$ cat src/rtl/pixel_fetch_responder_pkg.sv
`default_nettype none
// ============================================================================
// Module      : pixel_fetch_responder_pkg
// Description : Shared types, default widths and a constant clog2 helper for
//               the pixel fetch responder and its request queue.
// Revision    : 1.0 - initial release
// ============================================================================
package pixel_fetch_responder_pkg;

  // Default widths of the controller's fetch port.
  localparam int DEFAULT_ADDRESS_WIDTH = 25;
  localparam int PIXEL_WIDTH           = 8;

  // Memory issue state machine.
  typedef enum logic [1:0] {
    IDLE  = 2'd0,
    ISSUE = 2'd1,
    STALL = 2'd2
  } issue_state_e;

  // Ceiling log2, usable in constant expressions. clog2(1) = 0.
  function automatic int clog2(input int value);
    int result;
    result = 0;
    while ((1 << result) < value) begin
      result = result + 1;
    end
    return result;
  endfunction

endpackage
`default_nettype wire

$ cat src/rtl/pixel_fetch_responder_sync_fifo.sv
`default_nettype none
// ============================================================================
// Module      : sync_fifo
// Description : Single-clock FIFO with a combinational head (pop_data shows
//               the oldest entry whenever the FIFO is non-empty). A push when
//               full and a pop when empty are ignored.
// Ports       : clk, reset      - clock, synchronous active-high reset
//               push, push_data - write strobe and data
//               pop, pop_data   - read strobe and head entry
//               full, empty     - occupancy flags
//               count           - current number of entries
// Revision    : 1.0 - initial release
// ============================================================================
module sync_fifo
  import pixel_fetch_responder_pkg::*;
#(
  parameter  int WIDTH   = 8,
  parameter  int DEPTH   = 8,
  localparam int PTR_W   = clog2(DEPTH),
  localparam int COUNT_W = clog2(DEPTH + 1)
) (
  input  logic               clk,
  input  logic               reset,
  input  logic               push,
  input  logic [WIDTH-1:0]   push_data,
  input  logic               pop,
  output logic [WIDTH-1:0]   pop_data,
  output logic               full,
  output logic               empty,
  output logic [COUNT_W-1:0] count
);

  localparam logic [COUNT_W-1:0] DEPTH_COUNT = COUNT_W'(DEPTH);

  logic [WIDTH-1:0]   mem_q [DEPTH];
  logic [PTR_W-1:0]   wr_ptr_q, wr_ptr_d;
  logic [PTR_W-1:0]   rd_ptr_q, rd_ptr_d;
  logic [COUNT_W-1:0] count_q, count_d;
  logic               push_en;
  logic               pop_en;

  assign full     = (count_q == DEPTH_COUNT);
  assign empty    = (count_q == '0);
  assign count    = count_q;
  assign pop_data = mem_q[rd_ptr_q];
  assign push_en  = push & ~full;
  assign pop_en   = pop & ~empty;

  // DEPTH is a power of two, so the pointers wrap on their own.
  always_comb begin
    wr_ptr_d = wr_ptr_q;
    rd_ptr_d = rd_ptr_q;
    count_d  = count_q;
    if (push_en) begin
      wr_ptr_d = wr_ptr_q + PTR_W'(1);
    end
    if (pop_en) begin
      rd_ptr_d = rd_ptr_q + PTR_W'(1);
    end
    case ({push_en, pop_en})
      2'b10:   count_d = count_q + COUNT_W'(1);
      2'b01:   count_d = count_q - COUNT_W'(1);
      default: count_d = count_q;
    endcase
  end

  always_ff @(posedge clk) begin
    if (reset) begin
      wr_ptr_q <= '0;
      rd_ptr_q <= '0;
      count_q  <= '0;
    end else begin
      wr_ptr_q <= wr_ptr_d;
      rd_ptr_q <= rd_ptr_d;
      count_q  <= count_d;
    end
  end

  // Storage needs no reset; entries are only read after being written.
  always_ff @(posedge clk) begin
    if (push_en && !reset) begin
      mem_q[wr_ptr_q] <= push_data;
    end
  end

endmodule
`default_nettype wire

$ cat src/rtl/pixel_fetch_responder.sv
`default_nettype none
// ============================================================================
// Module      : pixel_fetch_responder
// Description : Responder end of the LED matrix controller's pixel fetch
//               port. Queues byte read requests, issues them to a pipelined
//               memory port (accept/return handshakes, in-order returns) and
//               hands the bytes back to the controller in request order.
// Ports       : clk, reset                 - clock, synchronous active-high reset
//               address_fifo               - request address from controller
//               data_out_ready_fifo        - request strobe
//               fifo_full                  - registered almost-full flag
//               data_in_fifo, data_in_ready_fifo - returned byte and strobe
//               mem_addr, mem_rd, mem_ack  - memory request handshake
//               mem_rdata, mem_rvalid      - memory return
//               overflow_err               - sticky queue-overflow / stray-return flag
// Revision    : 1.0 - initial release
// ============================================================================
module pixel_fetch_responder
  import pixel_fetch_responder_pkg::*;
#(
  parameter int ADDRESS_WIDTH   = DEFAULT_ADDRESS_WIDTH,
  parameter int QUEUE_DEPTH     = 8,
  parameter int MAX_OUTSTANDING = 4,
  parameter int FULL_MARGIN     = 2
) (
  input  logic                     clk,
  input  logic                     reset,
  input  logic [ADDRESS_WIDTH-1:0] address_fifo,
  input  logic                     data_out_ready_fifo,
  output logic                     fifo_full,
  output logic [PIXEL_WIDTH-1:0]   data_in_fifo,
  output logic                     data_in_ready_fifo,
  output logic [ADDRESS_WIDTH-1:0] mem_addr,
  output logic                     mem_rd,
  input  logic                     mem_ack,
  input  logic [PIXEL_WIDTH-1:0]   mem_rdata,
  input  logic                     mem_rvalid,
  output logic                     overflow_err
);

  localparam int COUNT_W = clog2(QUEUE_DEPTH + 1);
  localparam int OUT_W   = clog2(MAX_OUTSTANDING + 1);
  localparam logic [COUNT_W-1:0] FULL_LEVEL = COUNT_W'(QUEUE_DEPTH - FULL_MARGIN);
  localparam logic [OUT_W:0]     OUT_LIMIT  = (OUT_W + 1)'(MAX_OUTSTANDING);

  // Request queue
  logic                     q_push;
  logic                     q_pop;
  logic                     q_full;
  logic                     q_empty;
  logic [COUNT_W-1:0]       q_count;
  logic [ADDRESS_WIDTH-1:0] q_head;
  logic [COUNT_W-1:0]       count_next;

  // Issue and return tracking
  issue_state_e             state_q, state_d;
  logic [OUT_W-1:0]         outstanding_q, outstanding_d;
  logic [OUT_W-1:0]         drain_q, drain_d, drain_capture;
  logic [OUT_W:0]           outstanding_ext;
  logic                     accept;
  logic                     ret_discard;
  logic                     ret_valid;
  logic                     ret_stray;

  // Registered controller-facing outputs
  logic                     fifo_full_q, fifo_full_d;
  logic [PIXEL_WIDTH-1:0]   data_in_fifo_q, data_in_fifo_d;
  logic                     data_in_ready_q, data_in_ready_d;
  logic                     overflow_err_q, overflow_err_d;

  sync_fifo #(
    .WIDTH (ADDRESS_WIDTH),
    .DEPTH (QUEUE_DEPTH)
  ) u_req_fifo (
    .clk       (clk),
    .reset     (reset),
    .push      (q_push),
    .push_data (address_fifo),
    .pop       (q_pop),
    .pop_data  (q_head),
    .full      (q_full),
    .empty     (q_empty),
    .count     (q_count)
  );

  // mem_rd and mem_addr decode straight from state and queue flops, so they
  // hold steady for the whole ISSUE cycle and read 0 everywhere else.
  assign mem_rd   = (state_q == ISSUE);
  assign mem_addr = mem_rd ? q_head : '0;

  assign q_push = data_out_ready_fifo & ~q_full;
  assign accept = mem_rd & mem_ack;
  assign q_pop  = accept;

  // Returns for reads that were in flight when reset hit are drained first;
  // they are older than anything issued afterwards because returns are in order.
  assign ret_discard = mem_rvalid & (drain_q != '0);
  assign ret_valid   = mem_rvalid & (drain_q == '0) & (outstanding_q != '0);
  assign ret_stray   = mem_rvalid & (drain_q == '0) & (outstanding_q == '0);

  assign outstanding_ext = {1'b0, outstanding_q};

  always_comb begin
    count_next = q_count;
    if (q_push) begin
      count_next = count_next + COUNT_W'(1);
    end
    if (q_pop) begin
      count_next = count_next - COUNT_W'(1);
    end
  end

  // Issue state machine
  always_comb begin
    state_d = state_q;
    case (state_q)
      IDLE: begin
        if (!q_empty && (outstanding_ext < OUT_LIMIT)) begin
          state_d = ISSUE;
        end
      end
      ISSUE: begin
        if (accept) begin
          if ((count_next != '0) && ((outstanding_ext + (OUT_W + 1)'(1)) < OUT_LIMIT)) begin
            state_d = ISSUE;
          end else if (count_next != '0) begin
            state_d = STALL;
          end else begin
            state_d = IDLE;
          end
        end
      end
      STALL: begin
        if (ret_valid) begin
          state_d = ISSUE;
        end
      end
      default: state_d = IDLE;
    endcase
  end

  always_comb begin
    outstanding_d   = outstanding_q + OUT_W'(accept) - OUT_W'(ret_valid);
    drain_d         = drain_q - OUT_W'(ret_discard);
    // Reads the memory still owes us at the moment reset is sampled.
    drain_capture   = outstanding_q + OUT_W'(accept);
    fifo_full_d     = (count_next >= FULL_LEVEL);
    data_in_fifo_d  = ret_valid ? mem_rdata : data_in_fifo_q;
    data_in_ready_d = ret_valid;
    overflow_err_d  = overflow_err_q | ret_stray | (data_out_ready_fifo & q_full);
  end

  always_ff @(posedge clk) begin
    if (reset) begin
      state_q         <= IDLE;
      outstanding_q   <= '0;
      drain_q         <= drain_capture;
      fifo_full_q     <= 1'b0;
      data_in_fifo_q  <= '0;
      data_in_ready_q <= 1'b0;
      overflow_err_q  <= 1'b0;
    end else begin
      state_q         <= state_d;
      outstanding_q   <= outstanding_d;
      drain_q         <= drain_d;
      fifo_full_q     <= fifo_full_d;
      data_in_fifo_q  <= data_in_fifo_d;
      data_in_ready_q <= data_in_ready_d;
      overflow_err_q  <= overflow_err_d;
    end
  end

  assign fifo_full          = fifo_full_q;
  assign data_in_fifo       = data_in_fifo_q;
  assign data_in_ready_fifo = data_in_ready_q;
  assign overflow_err       = overflow_err_q;

endmodule
`default_nettype wire

$ cat config.mk
export PLATFORM = sky130hd
export DESIGN_NAME = pixel_fetch_responder
export DESIGN_NICKNAME = d
export VERILOG_FILES = /design/src/rtl/pixel_fetch_responder_pkg.sv /design/src/rtl/pixel_fetch_responder_sync_fifo.sv /design/src/rtl/pixel_fetch_responder.sv
export SDC_FILE = /design/constraint.sdc
export NUM_CORES = 1
export LEC_CHECK = 0
export BUFFER_PORTS_ARGS = -buffer_cell sky130_fd_sc_hd__buf_2
export CORE_ASPECT_RATIO = 0.75
export CORE_MARGIN = 5
export CORE_UTILIZATION = 54
export DETAILED_ROUTE_END_ITERATION = 8
export PLACE_DENSITY = 0.76
export SLEW_MARGIN = 20
export SYNTH_ARGS = -nofsm -noshare
export SYNTH_HDL_FRONTEND = slang
export SYNTH_SLANG_ARGS = --single-unit
export TNS_END_PERCENT = 30
$ cat constraint.sdc
create_clock -name clk -period 4.7 [get_ports clk]
set_input_delay 0.94 -clock clk [delete_from_list [all_inputs] [get_ports clk]]
set_output_delay 0.94 -clock clk [all_outputs]
set_load 0.1 [all_outputs]
After elaboration in Yosys (flattened, before gate mapping)
Memories as Yosys holds them, arrays and structs flattened. A register that Yosys moved wholly into a read port is not among the register bits.
Cells that the tools add are included.
- bits in registers: 29
- memory bits (writable): 200
- input bits: 38
- output and inout bits: 37
- logic and storage cells: 73
- memories: 1
- $add $sub $neg: 9
- magnitude comparators: 3
- equality and inequality tests: 8
- mux-type cells: 15
- bitwise logic cells: 13
- reduce and logical (&&, ||, !) cells: 14
- memory list (memory ; words ; bits a word ; read ports ; clocked after Yosys merged registers in ; write ports ; RTL line ; text):
    u_req_fifo.mem_q ; 8 ; 25 ; 1 ; 1 ; 1 ; pixel_fetch_responder_sync_fifo.sv:35 ; logic [WIDTH-1:0] mem_q [DEPTH];
- operators with widths (cell ; count):
    25-bit 2-to-1 mux ; 1
    2-bit 2-to-1 mux ; 5
    1-bit AND ; 9
    3-bit 2-to-1 mux ; 3
    4-bit 2-to-1 mux ; 2
    4-bit case mux with 2 select lines ; 1
    4-bit by 1-bit subtractor with 4-bit output, second input constant ; 2
    3-bit by 1-bit adder with 3-bit output, second input constant ; 2
    3-bit zero test ; 2
    2-bit case mux with 3 select lines ; 1
    3-bit nonzero test ; 2
    3-bit by 1-bit subtractor with 3-bit output ; 2
    3-bit by 1-bit adder with 4-bit output, second input constant ; 1
    4-bit by 1-bit adder with 4-bit output, second input constant ; 1
    2-bit by 1-bit == test with 1-bit output, second input constant ; 2
    2-bit == test, second input constant ; 2
    4-bit == test, second input constant ; 1
    4-bit by 3-bit greater-or-equal comparator with 1-bit output, second input constant ; 1
    4-bit zero test ; 1
    4-bit by 3-bit < comparator with 1-bit output, second input constant ; 1
    2-bit != test, second input constant ; 2
    4-bit nonzero test ; 1
    3-bit by 1-bit adder with 3-bit output ; 1
    1-bit logical AND ; 3
    9 further kinds ; 13

Longest topological paths before layout
- depth after elaboration: 11
- mapped depth: 10
- depth with buffers taken out: 9

Modules after synthesis
Synthesis repeated with hierarchy kept, for this count alone.
- cell total of the unflattened synthesis: 500
- area, all modules: 9516.6 um2
- modules (own cells, without submodules) (module ; instances ; cells an instance ; area each (um2) ; sequential area each (um2)):
    sync_fifo ; 1 ; 365 ; 8344.3 ; 6266.0
    pixel_fetch_responder ; 1 ; 135 ; 1172.4 ; 380.4

Least setup slack after synthesis
No wires, ideal clock.
- path type: register -> register
- start: register u_req_fifo.count_q[0], in the netlist u_req_fifo.count[0]
- end: memory u_req_fifo.mem_q[0][0] (netlist bit), enable pin
- library setup time: 0.479 ns
- arrival: 3.949 ns
- required time: 4.221 ns
- path slack: 0.272 ns
- cell stages (with the launch flop): 7
- path buffers: 1
- period minus slack after synthesis: 4.428 ns
- cell sequence: dfxtp_1 > clkbuf_1 > inv_1 > ha_1 > nand3b_1 > nand2_1 > nor4b_1
- longest elaborated chain between the ends: 7
- RTL lines (item ; RTL line ; text):
    from (decl) ; pixel_fetch_responder_sync_fifo.sv:38 ; logic [COUNT_W-1:0] count_q, count_d;
    from (signal assigned) ; pixel_fetch_responder_sync_fifo.sv:75 ; count_q <= count_d;
    4-bit == test (*) ; pixel_fetch_responder_sync_fifo.sv:42 ; assign full = (count_q == DEPTH_COUNT);
    1-bit inverter (*) ; pixel_fetch_responder_sync_fifo.sv:46, pixel_fetch_responder.sv:91 ;
    1-bit AND ; pixel_fetch_responder.sv:91 ; assign q_push = data_out_ready_fifo & ~q_full;
    1-bit AND (*) ; pixel_fetch_responder_sync_fifo.sv:46 ; assign push_en = push & ~full;
    1-bit logical AND (*) ; pixel_fetch_responder_sync_fifo.sv:81 ; if (push_en && !reset) begin
    1-bit 2-to-1 mux (*) ; pixel_fetch_responder_sync_fifo.sv:81 ;
    1-bit 2-to-1 mux (implied by the code) (*) ; pixel_fetch_responder_sync_fifo.sv:82 ; mem_q[wr_ptr_q] <= push_data;
    to (decl) ; pixel_fetch_responder_sync_fifo.sv:35 ;
Mark *: on every way between the ends. The rest lies on a longest branch, timed or not.

==> flow_summary_export.csv <==
group,metric,value,unit
layout,final_cell_mix,"edfxtp_1 (200), buf_2 (74), mux4_2 (50)",
critical_path,start_kind,"register",
layout,antenna_cells,0,
sta,hold_viol,0,
floorplanning,die_width,160.9,um
synth,ys_dominant_reg_cell,"edfxtp_1",
floorplanning,core_area,0.01677,mm^2
synth,yosysWarningCount,0,
synth,ys_ff_latch,232,
critical_path,cp-end-kind,"output port",
worst_hold_path,min_path_cells,2,
route,via_per_inst,5.768,
sta,period_minus_slack,3584,ps
route,wirelength,17130,um
route,routed-via-count,4718,
placement,dpl.hpwl,9986,um
global_routing,antenna_found_initial,3,
sta,timing.slew.headroom,31.96,%
placement,dp_slack,1474,ps
clocking,cts.sinks,232,
synth,synth_area_per_cell,18.25,um^2
global_routing,grt_usage,17.89,%
synth,synth_area,0.009216,mm^2
synth,synth_nets,555,
placement,numPortBuffers,74,
power,leakage,0.003607,uW
route,drc,0,
sta,worstMarginPinSlew,1018,ps
power,clkPwrFrac,34.2,%
sta,fin_crit_sh,76.26,%
global_routing,grt_pass1_wl,27340,um
power,switchingPower,1614,uW
clocking,clkTransAtPathRegs,60,ps
floorplanning,row_count,41,
critical_path,endpoint,"mem_addr[8]",
run_status,outcome,"finished clean",
synth,async_flop_share,0,%
power,p_int,3731,uW
critical_path,crit_type,"reg2out",
power,power_frac_comb,21.0,%
clocking,cts_buffers,23,
critical_path,r2r_start,"u_req_fifo.count[0]$_SDFFE_PP0P_",
route,drt_iter0_drc,509,
floorplanning,die-area,0.01981,mm^2
clocking,clk_latency,500,ps
power,switching_share,30.19,%
sta,max_freq,279.0,MHz
sta,finalSetupViolCount,0,
layout,final_cell_area,0.01065,mm^2
layout,fill_cells,1175,
critical_path,arrival,2640,ps
layout,final_common_cell,"edfxtp_1",
power,power_density,501.8,mW/mm^2
synth,seq_area_frac_synth,72.12,%
floorplanning,die_h,123.1,um
route,drtAntennaViolNets,0,
synth,netlist_instances,505,
global_routing,grt.overflow.total,0,
clocking,clk_path_buf_depth,3,
sta,finalWorstSetupSlack,1116,ps
power,max-vdd-ir-drop,0.3826,mV
critical_path,r2r_slack,1790,ps
layout,nets,639,
synth,yosysUniqueCellTypes,43,
clocking,cts_hold_buf,0,
layout,final_util,63.50,%
synth,synth_edf_count,200,
placement,dpl-instance-area,0.009878,mm^2
worst_hold_path,hold_path_class,"reg2reg",
route,wl_per_cell,20.94,um
sta,drv_slew,0,
global_routing,grt_max_degree,51,
power,pwr-share-seq,44.8,%
clocking,cts_tree,"done",
clocking,cts_htree_levels,1,
clocking,cts_root_buffer,"clkbuf_16",
critical_path,r2r_cells,6,
clocking,cts_setup_buffers,0,
placement,place.gp.congestion,0.7443,
route,first_pass_iters,5,
layout,drive_gt1_share,30.35,%
floorplanning,start_util,54.94,%
critical_path,regToRegEndpoint,"u_req_fifo.mem_q[0][12]$_DFFE_PP_",
layout,areaGrowthSynthToFinish,15.57,%
sta,rsz0062_at_grt,"no",
sta,skew,18.50,ps
global_routing,grt_pass1_vias,5011,
job,drv_cap,0,
sta,fin_setup_tns,0,ps
critical_path,path_max_fanout,30,
critical_path,required,3760,ps
floorplanning,ios,75,
clocking,cts_resized,0,
## worst max-delay path, cell delays in order, from the launching register on
cell	delay [ps]
dfxtp_4	750
buf_12	290
mux4_2	520
mux2i_1	190
nor2_1	60
buf_2	300
## Yosys cell counts, drive strengths merged, types with 3 or more instances
library cell	n	area share (%)
nor2b	3	0.20
nand2b	4	0.27
buf	14	0.71
clkbuf	13	0.53
o21ai	3	0.16
xnor2	5	0.48
inv	9	0.37
nand2	10	0.41
dfxtp	32	7.0
nor3	8	0.49
a21oi	6	0.33
ha	12	1.6
mux2i	37	4.0
nand3b	3	0.24
mux4	50	12
nor2	51	2.1
nand3	6	0.33
xor2	7	0.67
or3	3	0.20
a31oi	3	0.20
edfxtp	200	65
## stage by stage
| stage | hold slack (ps) | instances | power [uW] |
|---|---|---|---|
| after floorplan | 484.7 | 505 | 3344 |
| after global placement | 466.8 | 778 | 3528 |
| after detailed placement | 480.4 | 778 | 3560 |
| after CTS | 497.5 | 817 | 5388 |
| after global routing | 533.7 | 818 | 5566 |
| final | 492.2 | 818 | 5345 |
## power by group through the flow
stage | Sequential (uW) | Combinational [uW] | Clock (uW)
2_1_floorplan | 2510 | 830 | 0
3_3_place_gp | 2450 | 1080 | 0
3_5_place_dp | 2460 | 1100 | 0
4_1_cts | 2410 | 1110 | 1860
5_1_grt | 2410 | 1200 | 1960
6_report | 2390 | 1120 | 1830
## how the worst min path moves through the flow
| stage | end | slack, ps | startpoint |
|---|---|---|---|
| final | data_in_fifo[4]$_SDFFE_PP0P_ | 490 | data_in_fifo[4]$_SDFFE_PP0P_ |
| after global routing | data_in_fifo[4]$_SDFFE_PP0P_ | 530 | data_in_fifo[4]$_SDFFE_PP0P_ |
| after CTS | data_in_fifo[4]$_SDFFE_PP0P_ | 500 | data_in_fifo[4]$_SDFFE_PP0P_ |
| after detailed placement | data_in_fifo[4]$_SDFFE_PP0P_ | 480 | data_in_fifo[4]$_SDFFE_PP0P_ |
| after global placement | data_in_fifo[7]$_SDFFE_PP0P_ | 470 | data_in_fifo[7]$_SDFFE_PP0P_ |
| after floorplan | register | 480 | u_req_fifo.rd_ptr_q[2]$_SDFFE_PP0P_ |
## layer usage
layer | vias to the layer above | routed length [um] | GRT usage (%) | part of all wire, %
met2 | 128 | 8105 | 29.08 | 47
met5 | - | 41 | 0 | 0.24
li1 | 2152 | - | - | -
met1 | 2398 | 7529 | 24.91 | 44
met4 | 6 | 408 | 5.008 | 2.4
met3 | 34 | 1047 | 4.065 | 6.1
## kinds of logic (layout without fill, tap and decap cells)
kind of cell	count (synthesis)	after routing	synth area share, %
adder cells (fa/ha/maj)	12	12	1.629
XOR/XNOR	12	12	1.140
AND/OR/NAND/NOR	99	99	5.213
multiplexers	87	87	16.24
AO/OA/AOI/OAI	27	27	2.064
buffers and inverters	36	134	1.602
flip-flops	232	232	72.12
## flip-flops by register name, indices dropped and copies added (netlist names), named ones only
register / flops
u_req_fifo.mem_q: 200
data_in_fifo: 8
u_req_fifo.count: 4
drain_q: 3
outstanding_q: 3
u_req_fifo.rd_ptr_q: 3
u_req_fifo.wr_ptr_q: 3
state_q: 2
data_in_ready_fifo: 1
fifo_full: 1
overflow_err: 1
## layout make-up
| type | count | area, um^2 | share of cell area (%) |
|---|---|---|---|
| Timing Repair Buffer | 86 | 485.5 | 4.558 |
| Tap cell | 215 | 269.0 | 2.526 |
| Multi-Input combinational cell | 237 | 2457 | 23.07 |
| Inverter | 9 | 33.78 | 0.3172 |
| Sequential cell | 232 | 6653 | 62.46 |
| Clock inverter | 13 | 166.4 | 1.562 |
| Clock buffer | 26 | 586.8 | 5.509 |
Power figures use the tool's default switching activity.
